`config.mk`:
```
export PLATFORM = sky130hd
export DESIGN_NAME = cram_frame_loader
export DESIGN_NICKNAME = d
export VERILOG_FILES = /design/src/rtl/cram_frame_loader.sv
export SDC_FILE = /design/constraint.sdc
export NUM_CORES = 1
export LEC_CHECK = 0
export BUFFER_PORTS_ARGS = -buffer_cell sky130_fd_sc_hd__buf_2
export CAP_MARGIN = 30
export CORE_AREA = 2 2 101 113
export CTS_CLUSTER_SIZE = 8
export DETAILED_ROUTE_END_ITERATION = 12
export DIE_AREA = 0 0 103 115
export HOLD_SLACK_MARGIN = 0.06
export PLACE_DENSITY = 0.92
export SYNTH_ARGS = -nofsm -noshare
export SYNTH_HDL_FRONTEND = slang
export SYNTH_SLANG_ARGS = --single-unit
```
`constraint.sdc`:
```
create_clock -name clk -period 5.64 [get_ports clk]
set_input_delay 0.846 -clock clk [delete_from_list [all_inputs] [get_ports clk]]
set_output_delay 0.846 -clock clk [all_outputs]
set_load 0.03 [all_outputs]
```
`src/rtl/cram_frame_loader.sv`:
```
// Configuration-RAM write/clear/readback sequencer for a ROWS x COLS logic-tile CRAM array.
// Keeps a shadow copy of every written row and drives it onto the tile's cbit bus.
module cram_frame_loader #(
  parameter int ROWS       = 16,
  parameter int COLS       = 4,
  parameter int WL_PULSE   = 2,
  parameter int CLR_CYCLES = 2
) (
  input  logic                     clk,
  input  logic                     reset_b,
  input  logic                     prog,
  input  logic                     cmd_clear,
  input  logic                     cmd_read,
  input  logic [COLS-1:0]          frame_data,
  input  logic                     frame_valid,
  output logic                     frame_ready,
  output logic [ROWS-1:0]          wl,
  output logic [ROWS-1:0]          pgate,
  output logic [ROWS-1:0]          cram_rst_b,
  output logic [COLS-1:0]          bl_drv,
  output logic                     bl_oe,
  input  logic [COLS-1:0]          bl_in,
  output logic [COLS-1:0]          rd_data,
  output logic                     rd_mismatch,
  output logic                     rd_valid,
  input  logic                     rd_ready,
  output logic [ROWS*COLS-1:0]     cbit,
  output logic [$clog2(ROWS)-1:0]  row_ptr,
  output logic                     load_done,
  output logic                     read_done,
  output logic                     abort
);

  localparam int RW   = $clog2(ROWS);
  localparam int MAXC = (WL_PULSE > CLR_CYCLES) ? WL_PULSE : CLR_CYCLES;
  localparam int CW   = $clog2(MAXC + 1);
  localparam logic [ROWS-1:0] ROW0 = ROWS'(1);

  typedef enum logic [2:0] {IDLE, CLEAR, WR, RD, RDOUT} state_t;

  state_t                 state;
  logic [CW-1:0]          cnt;
  logic [ROWS*COLS-1:0]   shadow;
  logic [RW-1:0]          row_next;
  logic                   last_row;
  logic                   last_pulse;

  assign cbit        = shadow;
  assign last_row    = (row_ptr == RW'(ROWS - 1));
  assign row_next    = last_row ? '0 : row_ptr + 1'b1;
  assign last_pulse  = (cnt == CW'(WL_PULSE - 1));
  assign frame_ready = prog && (state == IDLE) && !cmd_clear && !cmd_read;

  // Dropping prog outside IDLE overrides everything and returns the array to a quiet state.
  always_ff @(posedge clk or negedge reset_b) begin
    if (!reset_b) begin
      state       <= IDLE;
      cnt         <= '0;
      shadow      <= '0;
      row_ptr     <= '0;
      wl          <= '0;
      pgate       <= '0;
      cram_rst_b  <= '1;
      bl_drv      <= '0;
      bl_oe       <= 1'b0;
      rd_data     <= '0;
      rd_mismatch <= 1'b0;
      rd_valid    <= 1'b0;
      load_done   <= 1'b0;
      read_done   <= 1'b0;
      abort       <= 1'b0;
    end else begin
      load_done <= 1'b0;
      read_done <= 1'b0;
      abort     <= 1'b0;
      if (state != IDLE && !prog) begin
        state      <= IDLE;
        cnt        <= '0;
        row_ptr    <= '0;
        wl         <= '0;
        pgate      <= '0;
        cram_rst_b <= '1;
        bl_drv     <= '0;
        bl_oe      <= 1'b0;
        rd_valid   <= 1'b0;
        abort      <= 1'b1;
      end else begin
        case (state)
          IDLE: begin
            if (prog) begin
              if (cmd_clear) begin
                state      <= CLEAR;
                cnt        <= '0;
                shadow     <= '0;
                row_ptr    <= '0;
                cram_rst_b <= '0;
              end else if (cmd_read) begin
                state   <= RD;
                cnt     <= '0;
                row_ptr <= '0;
                wl      <= ROW0;
              end else if (frame_valid) begin
                state  <= WR;
                cnt    <= '0;
                wl     <= ROW0 << row_ptr;
                pgate  <= ROW0 << row_ptr;
                bl_drv <= frame_data;
                bl_oe  <= 1'b1;
              end
            end
          end
          CLEAR: begin
            if (cnt == CW'(CLR_CYCLES - 1)) begin
              state      <= IDLE;
              cnt        <= '0;
              cram_rst_b <= '1;
            end else begin
              cnt <= cnt + 1'b1;
            end
          end
          // The shadow row is committed only at the end of a complete pulse.
          WR: begin
            if (last_pulse) begin
              shadow[row_ptr*COLS +: COLS] <= bl_drv;
              state     <= IDLE;
              cnt       <= '0;
              wl        <= '0;
              pgate     <= '0;
              bl_drv    <= '0;
              bl_oe     <= 1'b0;
              row_ptr   <= row_next;
              load_done <= last_row;
            end else begin
              cnt <= cnt + 1'b1;
            end
          end
          RD: begin
            if (last_pulse) begin
              rd_data     <= bl_in;
              rd_mismatch <= (bl_in != shadow[row_ptr*COLS +: COLS]);
              rd_valid    <= 1'b1;
              wl          <= '0;
              cnt         <= '0;
              state       <= RDOUT;
            end else begin
              cnt <= cnt + 1'b1;
            end
          end
          RDOUT: begin
            if (rd_ready) begin
              rd_valid <= 1'b0;
              cnt      <= '0;
              if (last_row) begin
                state     <= IDLE;
                row_ptr   <= '0;
                read_done <= 1'b1;
              end else begin
                state   <= RD;
                row_ptr <= row_next;
                wl      <= ROW0 << row_next;
              end
            end
          end
          default: state <= IDLE;
        endcase
      end
    end
  end

endmodule
```
==> flow_results.xml, run 1 <==
<?xml version="1.0" encoding="UTF-8"?>
<metrics>
  <group name="synth">
    <metric name="synthesis.instances" unit="">607</metric>
    <metric name="synth_common_cells" unit="">119 x dfrtp_1, 112 x nand2_1, 97 x o21ai_0, 28 x nor2_1, 27 x a22o_1</metric>
    <metric name="unique_masters_post_synth" unit="">57</metric>
    <metric name="synth.yosys.seq_area_share" unit="%">49.7</metric>
    <metric name="netlist_area" unit="sq um">6040</metric>
    <metric name="postSynthNetCount" unit="">632</metric>
    <metric name="syn_avg_cell_area" unit="sq um">9.95</metric>
    <metric name="synth_warnings" unit="">0</metric>
    <metric name="yosys.cell_count.top_type" unit="">dfrtp_1</metric>
    <metric name="ys_async_sr_fraction" unit="%">100</metric>
    <metric name="synth_area_leader_cell" unit="">dfrtp_1</metric>
    <metric name="number_of_flops_mapped_to_enable_cells_by_yosys" unit="">0</metric>
    <metric name="postSynthRegisterBits" unit="">120</metric>
    <metric name="most_used_flip_flop_cell_after_synthesis" unit="">dfrtp_1</metric>
    <metric name="synth_largest_type_area_fraction" unit="%">49.3</metric>
    <metric name="synth.area.top_cells" unit="">dfrtp_1 49%, o21ai_0 8.0%, nand2_1 7.0%, a22o_1 3.9%, mux4_2 2.2%</metric>
  </group>
  <group name="timing">
    <metric name="slew-limit-headroom" unit="%">40.7</metric>
    <metric name="maxClockFrequency" unit="MHz">306</metric>
    <metric name="setup_viol" unit="">0</metric>
    <metric name="hold_viol" unit="">0</metric>
    <metric name="fin_skew" unit="ps">11.3</metric>
    <metric name="timing.setup.tns" unit="ps">0</metric>
    <metric name="fin_ws" unit="ps">2370</metric>
    <metric name="worst_pin_slew" unit="ps">881</metric>
    <metric name="finalMaxSlewViolations" unit="">0</metric>
    <metric name="rsz_0062_raised_after_global_routing" unit="">no</metric>
    <metric name="fin_crit" unit="ps">3270</metric>
    <metric name="finalCritPeriodShare" unit="%">58.0</metric>
  </group>
  <group name="critical_path">
    <metric name="worstSetupStartpointType" unit="">register</metric>
    <metric name="r2r_setup_slack" unit="ps">2370</metric>
    <metric name="critical_path_peak_fanout" unit="">25</metric>
    <metric name="worstSetupEndpointType" unit="">register</metric>
    <metric name="critPathArrivalTime" unit="ps">3580</metric>
    <metric name="critPathRequiredTime" unit="ps">5950</metric>
    <metric name="timing_worst_setup_path_type" unit="">reg -&gt; reg</metric>
  </group>
  <group name="drt">
    <metric name="drc_errors" unit="">0</metric>
    <metric name="drt_wl_cell" unit="um">20.3</metric>
    <metric name="dr.first_iter.drc_count" unit="">570</metric>
    <metric name="drt-pass1-iter-count" unit="">6</metric>
    <metric name="postRouteWirelength" unit="mm">18.2</metric>
    <metric name="num_vias" unit="">5660</metric>
    <metric name="routed_via_density" unit="">6.30</metric>
    <metric name="ant_nets" unit="">0</metric>
  </group>
  <group name="global_route">
    <metric name="grt_first_pass_wirelength" unit="mm">28.3</metric>
    <metric name="globalRouteMet2Util" unit="%">50.3</metric>
    <metric name="global_routing_usage_on_met3" unit="%">8.81</metric>
    <metric name="grt_usage" unit="%">31.9</metric>
    <metric name="busiest_metal_layer_after_global_routing" unit="">met2</metric>
    <metric name="gr-total-overflow" unit="">0</metric>
    <metric name="grt_pass1_vias" unit="">5407</metric>
    <metric name="globalRouteMet1Util" unit="%">40.7</metric>
    <metric name="grt_max_degree" unit="">62</metric>
    <metric name="antenna_found_initial" unit="">0</metric>
  </group>
  <group name="cts">
    <metric name="cts_buffers" unit="">17</metric>
    <metric name="tritoncts" unit="">done</metric>
    <metric name="clk-insertion-delay-late" unit="ps">420</metric>
    <metric name="cts_buffer_depth" unit="">2</metric>
    <metric name="postCtsResizedCells" unit="">0</metric>
    <metric name="clock_h_tree_levels" unit="">4</metric>
    <metric name="cts_setup_buffers" unit="">0</metric>
    <metric name="clock_tree.root_cell" unit="">clkbuf_16</metric>
    <metric name="tritoncts_num_sinks" unit="">120</metric>
    <metric name="total_of_hold_buffers_inserted_after_clock_tree_synthesis" unit="">0</metric>
    <metric name="clk_pin_slew_worst_paths" unit="ps">60</metric>
  </group>
  <group name="final_layout">
    <metric name="utilization" unit="%">68.7</metric>
    <metric name="fillerInstances" unit="">814</metric>
    <metric name="final_net_count" unit="">765</metric>
    <metric name="layout.area.seq" unit="sq um">3000</metric>
    <metric name="post_layout_nonfiller_instances" unit="">899</metric>
    <metric name="synthesis_to_layout_area_growth" unit="%">21.8</metric>
    <metric name="post_route_cells_drive_above_1_share" unit="%">28.9</metric>
    <metric name="multi_input_comb_area" unit="sq um">2760</metric>
    <metric name="antenna_diode_instance_count" unit="">0</metric>
  </group>
  <group name="place">
    <metric name="globalplace.congestion" unit="">1.04</metric>
    <metric name="dp.cells" unit="">866</metric>
    <metric name="io_buffers" unit="">145</metric>
    <metric name="dp_hpwl" unit="mm">12.8</metric>
    <metric name="pre_cts_ws" unit="ps">2560</metric>
  </group>
  <group name="floorplanning">
    <metric name="floorplan.die_area" unit="sq um">11800</metric>
    <metric name="fp.dieH" unit="um">115</metric>
    <metric name="ios" unit="">146</metric>
    <metric name="initial_core_util" unit="%">56.4</metric>
    <metric name="core_area" unit="sq um">10700</metric>
    <metric name="core.rowCount" unit="">40</metric>
    <metric name="chipWidth" unit="um">103</metric>
  </group>
  <group name="pwr">
    <metric name="leakage" unit="nW">3.60</metric>
    <metric name="power.ir.vdd_worst" unit="mV">0.305</metric>
    <metric name="power_per_cell_area" unit="nW/um^2">419</metric>
    <metric name="power" unit="mW">3.08</metric>
  </group>
  <group name="run">
    <metric name="max-cap-violations" unit="">0</metric>
  </group>
  <group name="worst_hold_path">
    <metric name="min_path_type" unit="">reg -&gt; reg</metric>
  </group>
  <group name="run_status">
    <metric name="outcome" unit="">completed</metric>
  </group>
</metrics>
where the power goes:
part           internal, mW  switching, mW  leakage [nW]
clock network         0.652          0.406         0.281
logic                 0.272          0.691          1.67
registers             0.929          0.134          1.66
cell usage in the layout, fill, tap and decap left out, types with 6 or more instances in the layout:
cell       instances
a21oi_1            8
mux2_2            11
buf_2            145
nand2_1          112
a22oi_1           12
o22ai_1            6
mux4_2             6
nor3_1            16
inv_1              9
a22o_1            27
nand3_1           11
o21ai_0           96
nor4_1             7
clkbuf_16         17
or2_2             10
dfrtp_1          119
mux2i_1           11
ha_1              10
nand2b_1           7
buf_4              7
nor2_1            28
cell families (layout without fill, tap and decap cells):
family / Yosys count / count (layout) / synth area share, %
XOR/XNOR: 4 / 4 / 0.580
AO/OA/AOI/OAI: 181 / 181 / 19.1
buffers and inverters: 49 / 194 / 4.53
multiplexers: 33 / 33 / 8.28
adder cells (fa/ha/maj): 10 / 10 / 2.07
AND/OR/NAND/NOR: 210 / 210 / 15.7
flip-flops: 120 / 120 / 49.7
routing by layer:
layer | vias to the layer above | share of wire, %
met2 | 428 | 48
met3 | 66 | 11
met1 | 2699 | 37
met4 | 0 | 4.0
li1 | 2467 | -
met5 | - | 0
layout make-up:
class | count | share of cell area, %
well taps | 147 | 2.50
flip-flops and latches | 120 | 40.8
clock buffers | 18 | 5.83
inverters | 10 | 0.510
multi-input cells | 438 | 37.6
clock inverters | 13 | 2.01
repair buffers | 153 | 10.8
stage by stage:
stage                     hold slack (ps)  cell area, sq um
after global placement                458              6760
after global routing                  504              7360
after detailed placement              465              6760
after CTS                             477              7340
after floorplan                       472              6040
final                                 471              7360
path summary, 6_finish.rpt:
path	cells past startpoint	endpoint	start
setup / recovery	7	cbit[26]	row_ptr[0]
min in group asynchronous	1	pgate[8]	reset_b
max in group asynchronous	2	cbit[55]	reset_b
hold reg to reg	2	pgate[10]	pgate[10]
hold / removal	2	pgate[10]	pgate[10]
setup reg to reg	7	cbit[26]	row_ptr[0]
sequential cells by signal, indices dropped and copies added, names as in the netlist, 2 cells and up:
signal	cells
row_ptr	4
bl_drv	4
wl	16
cnt	2
rd_data	4
cbit	64
state	3
pgate	16
critical path, cell delays in order, from the launching register on:
cell and delay (ps):
dfrtp_1 870, inv_1 300, ha_1 400, or2b_1 270
a2111o_1 540, o21ai_0 320, nand2_1 180, a22o_1 270
(Power assumes the default switching activity.)
==> run 2: changes to the inputs <==
Settings changed: CORE_AREA 2 2 101 113 to 2 2 104 116, DIE_AREA 0 0 103 115 to 0 0 106 118, PLACE_DENSITY 0.92 to 0.88.
Clock period 5.64 ns to 3.1 ns, I/O delays scaled along.
==> flow_results.xml, run 2 (synthesis results as in run 1) <==
<?xml version="1.0" encoding="UTF-8"?>
<metrics>
  <group name="run_status">
    <metric name="outcome" unit="">completed</metric>
  </group>
  <group name="timing">
    <metric name="fin_crit" unit="ps">2780</metric>
    <metric name="hold_viol" unit="">0</metric>
    <metric name="fin_skew" unit="ps">7.11</metric>
    <metric name="setup_viol" unit="">0</metric>
    <metric name="finalMaxSlewViolations" unit="">0</metric>
    <metric name="fin_ws" unit="ps">319</metric>
    <metric name="timing.setup.tns" unit="ps">0</metric>
    <metric name="rsz_0062_raised_after_global_routing" unit="">no</metric>
    <metric name="finalCritPeriodShare" unit="%">89.7</metric>
    <metric name="slew-limit-headroom" unit="%">42.8</metric>
    <metric name="worst_pin_slew" unit="ps">850</metric>
    <metric name="maxClockFrequency" unit="MHz">360</metric>
  </group>
  <group name="drt">
    <metric name="ant_nets" unit="">0</metric>
    <metric name="dr.first_iter.drc_count" unit="">469</metric>
    <metric name="drc_errors" unit="">0</metric>
    <metric name="postRouteWirelength" unit="mm">18.5</metric>
    <metric name="drt-pass1-iter-count" unit="">5</metric>
    <metric name="routed_via_density" unit="">6.25</metric>
    <metric name="num_vias" unit="">5652</metric>
    <metric name="drt_wl_cell" unit="um">20.4</metric>
  </group>
  <group name="place">
    <metric name="pre_cts_ws" unit="ps">538</metric>
    <metric name="dp_hpwl" unit="mm">13.0</metric>
    <metric name="io_buffers" unit="">145</metric>
    <metric name="globalplace.congestion" unit="">0.936</metric>
    <metric name="placedInstanceArea" unit="sq um">6810</metric>
    <metric name="dp.cells" unit="">873</metric>
  </group>
  <group name="pwr">
    <metric name="power_per_cell_area" unit="nW/um^2">774</metric>
    <metric name="leakage" unit="nW">3.64</metric>
    <metric name="power.ir.vdd_worst" unit="mV">0.641</metric>
  </group>
  <group name="cts">
    <metric name="tritoncts_num_sinks" unit="">120</metric>
    <metric name="clock_tree.root_cell" unit="">clkbuf_16</metric>
    <metric name="clk_pin_slew_worst_paths" unit="ps">50</metric>
    <metric name="cts_buffer_depth" unit="">2</metric>
    <metric name="clock_h_tree_levels" unit="">4</metric>
    <metric name="postCtsResizedCells" unit="">0</metric>
    <metric name="cts_buffers" unit="">17</metric>
    <metric name="tritoncts" unit="">done</metric>
    <metric name="clk-insertion-delay-late" unit="ps">420</metric>
    <metric name="total_of_hold_buffers_inserted_after_clock_tree_synthesis" unit="">0</metric>
    <metric name="cts_setup_buffers" unit="">0</metric>
  </group>
  <group name="global_route">
    <metric name="grt_max_degree" unit="">121</metric>
    <metric name="grt_usage" unit="%">30.0</metric>
    <metric name="grt_first_pass_wirelength" unit="mm">28.9</metric>
    <metric name="gr-total-overflow" unit="">0</metric>
    <metric name="grt_pass1_vias" unit="">5355</metric>
    <metric name="antenna_found_initial" unit="">0</metric>
  </group>
  <group name="critical_path">
    <metric name="worstReg2RegEnd" unit="">rd_mismatch</metric>
    <metric name="worstSetupEndpoint" unit="">frame_ready</metric>
    <metric name="rr_worst_depth" unit="">6</metric>
    <metric name="worstSetupStartpointType" unit="">register</metric>
    <metric name="critical_path_peak_fanout" unit="">15</metric>
    <metric name="critPathArrivalTime" unit="ps">2320</metric>
    <metric name="worst_r2r_startpoint" unit="">row_ptr[1]</metric>
    <metric name="origin_of_the_worst_setup_path" unit="">state[0]</metric>
    <metric name="critPathRequiredTime" unit="ps">2630</metric>
    <metric name="r2r_setup_slack" unit="ps">530</metric>
    <metric name="worstSetupEndpointType" unit="">primary output</metric>
    <metric name="timing_worst_setup_path_type" unit="">reg -&gt; out</metric>
  </group>
  <group name="final_layout">
    <metric name="final_net_count" unit="">768</metric>
    <metric name="post_layout_nonfiller_instances" unit="">905</metric>
    <metric name="post_route_cells_drive_above_1_share" unit="%">29.3</metric>
    <metric name="largest_register_ff_count" unit="">64</metric>
    <metric name="synthesis_to_layout_area_growth" unit="%">23.2</metric>
    <metric name="mostFrequentLayoutCells" unit="">145 x buf_2, 119 x dfrtp_1, 112 x nand2_1</metric>
    <metric name="layout_commonest_cell" unit="">buf_2</metric>
    <metric name="fillerInstances" unit="">891</metric>
    <metric name="final_cell_area" unit="sq um">7440</metric>
    <metric name="antenna_diode_instance_count" unit="">0</metric>
  </group>
  <group name="run">
    <metric name="max-cap-violations" unit="">0</metric>
  </group>
  <group name="floorplanning">
    <metric name="fp.dieH" unit="um">118</metric>
    <metric name="ios" unit="">146</metric>
    <metric name="core.rowCount" unit="">41</metric>
    <metric name="chipWidth" unit="um">106</metric>
    <metric name="floorplan.die_area" unit="sq um">12500</metric>
    <metric name="initial_core_util" unit="%">53.3</metric>
    <metric name="core_area" unit="sq um">11300</metric>
  </group>
  <group name="worst_hold_path">
    <metric name="min_path_type" unit="">in -&gt; async</metric>
  </group>
</metrics>
run 2: metrics by stage:
stage               power (mW)  util (%)  hold WS (ps)
floorplan                 3.23         -           169
finish                    5.76      65.6           148
global placement          3.62      60.1           459
global route              6.00      65.6           211
CTS                       5.74      65.6           174
detailed placement        3.66      60.1           469
run 2: cell type report:
| class | count | area [sq um] | share of cell area, % |
|---|---|---|---|
| clock buffers | 19 | 453 | 6.09 |
| clock inverters | 12 | 175 | 2.35 |
| inverters | 10 | 37.5 | 0.504 |
| multi-input cells | 438 | 2760 | 37.1 |
| flip-flops and latches | 120 | 3000 | 40.4 |
| well taps | 150 | 188 | 2.52 |
| repair buffers | 156 | 821 | 11.0 |
run 2: metal layers:
layer / GRT usage (%) / vias to the layer above / routed length (um)
met5: 0 / - / 0
met4: 13.2 / 0 / 655
met3: 6.98 / 54 / 1810
met2: 47.2 / 404 / 8820
met1: 39.7 / 2726 / 7210
li1: - / 2468 / -
run 2: how the worst min path moves through the flow:
stage / start / to / slack (ps) / cells after the start
2_1_floorplan: reset_b / abort / 170 / 0
3_3_place_gp: wl[10] / wl[10] / 460 / 2
3_5_place_dp: wl[11] / wl[11] / 470 / 2
4_1_cts: reset_b / pgate[3] / 170 / 2
5_1_grt: reset_b / pgate[12] / 210 / 2
6_report: reset_b / pgate[3] / 150 / 2
run 2: worst max-delay path, stage by stage, from the launching register on:
cell and delay, ps:
dfrtp_1 540, nor2_1 550, nand2_1 200, nor4_1 330, buf_2 280
run 2: power by group:
part	leakage, nW	internal (mW)	switching, mW
Combinational	1.68	0.494	1.28
Sequential	1.66	1.69	0.198
Clock	0.301	1.38	0.712
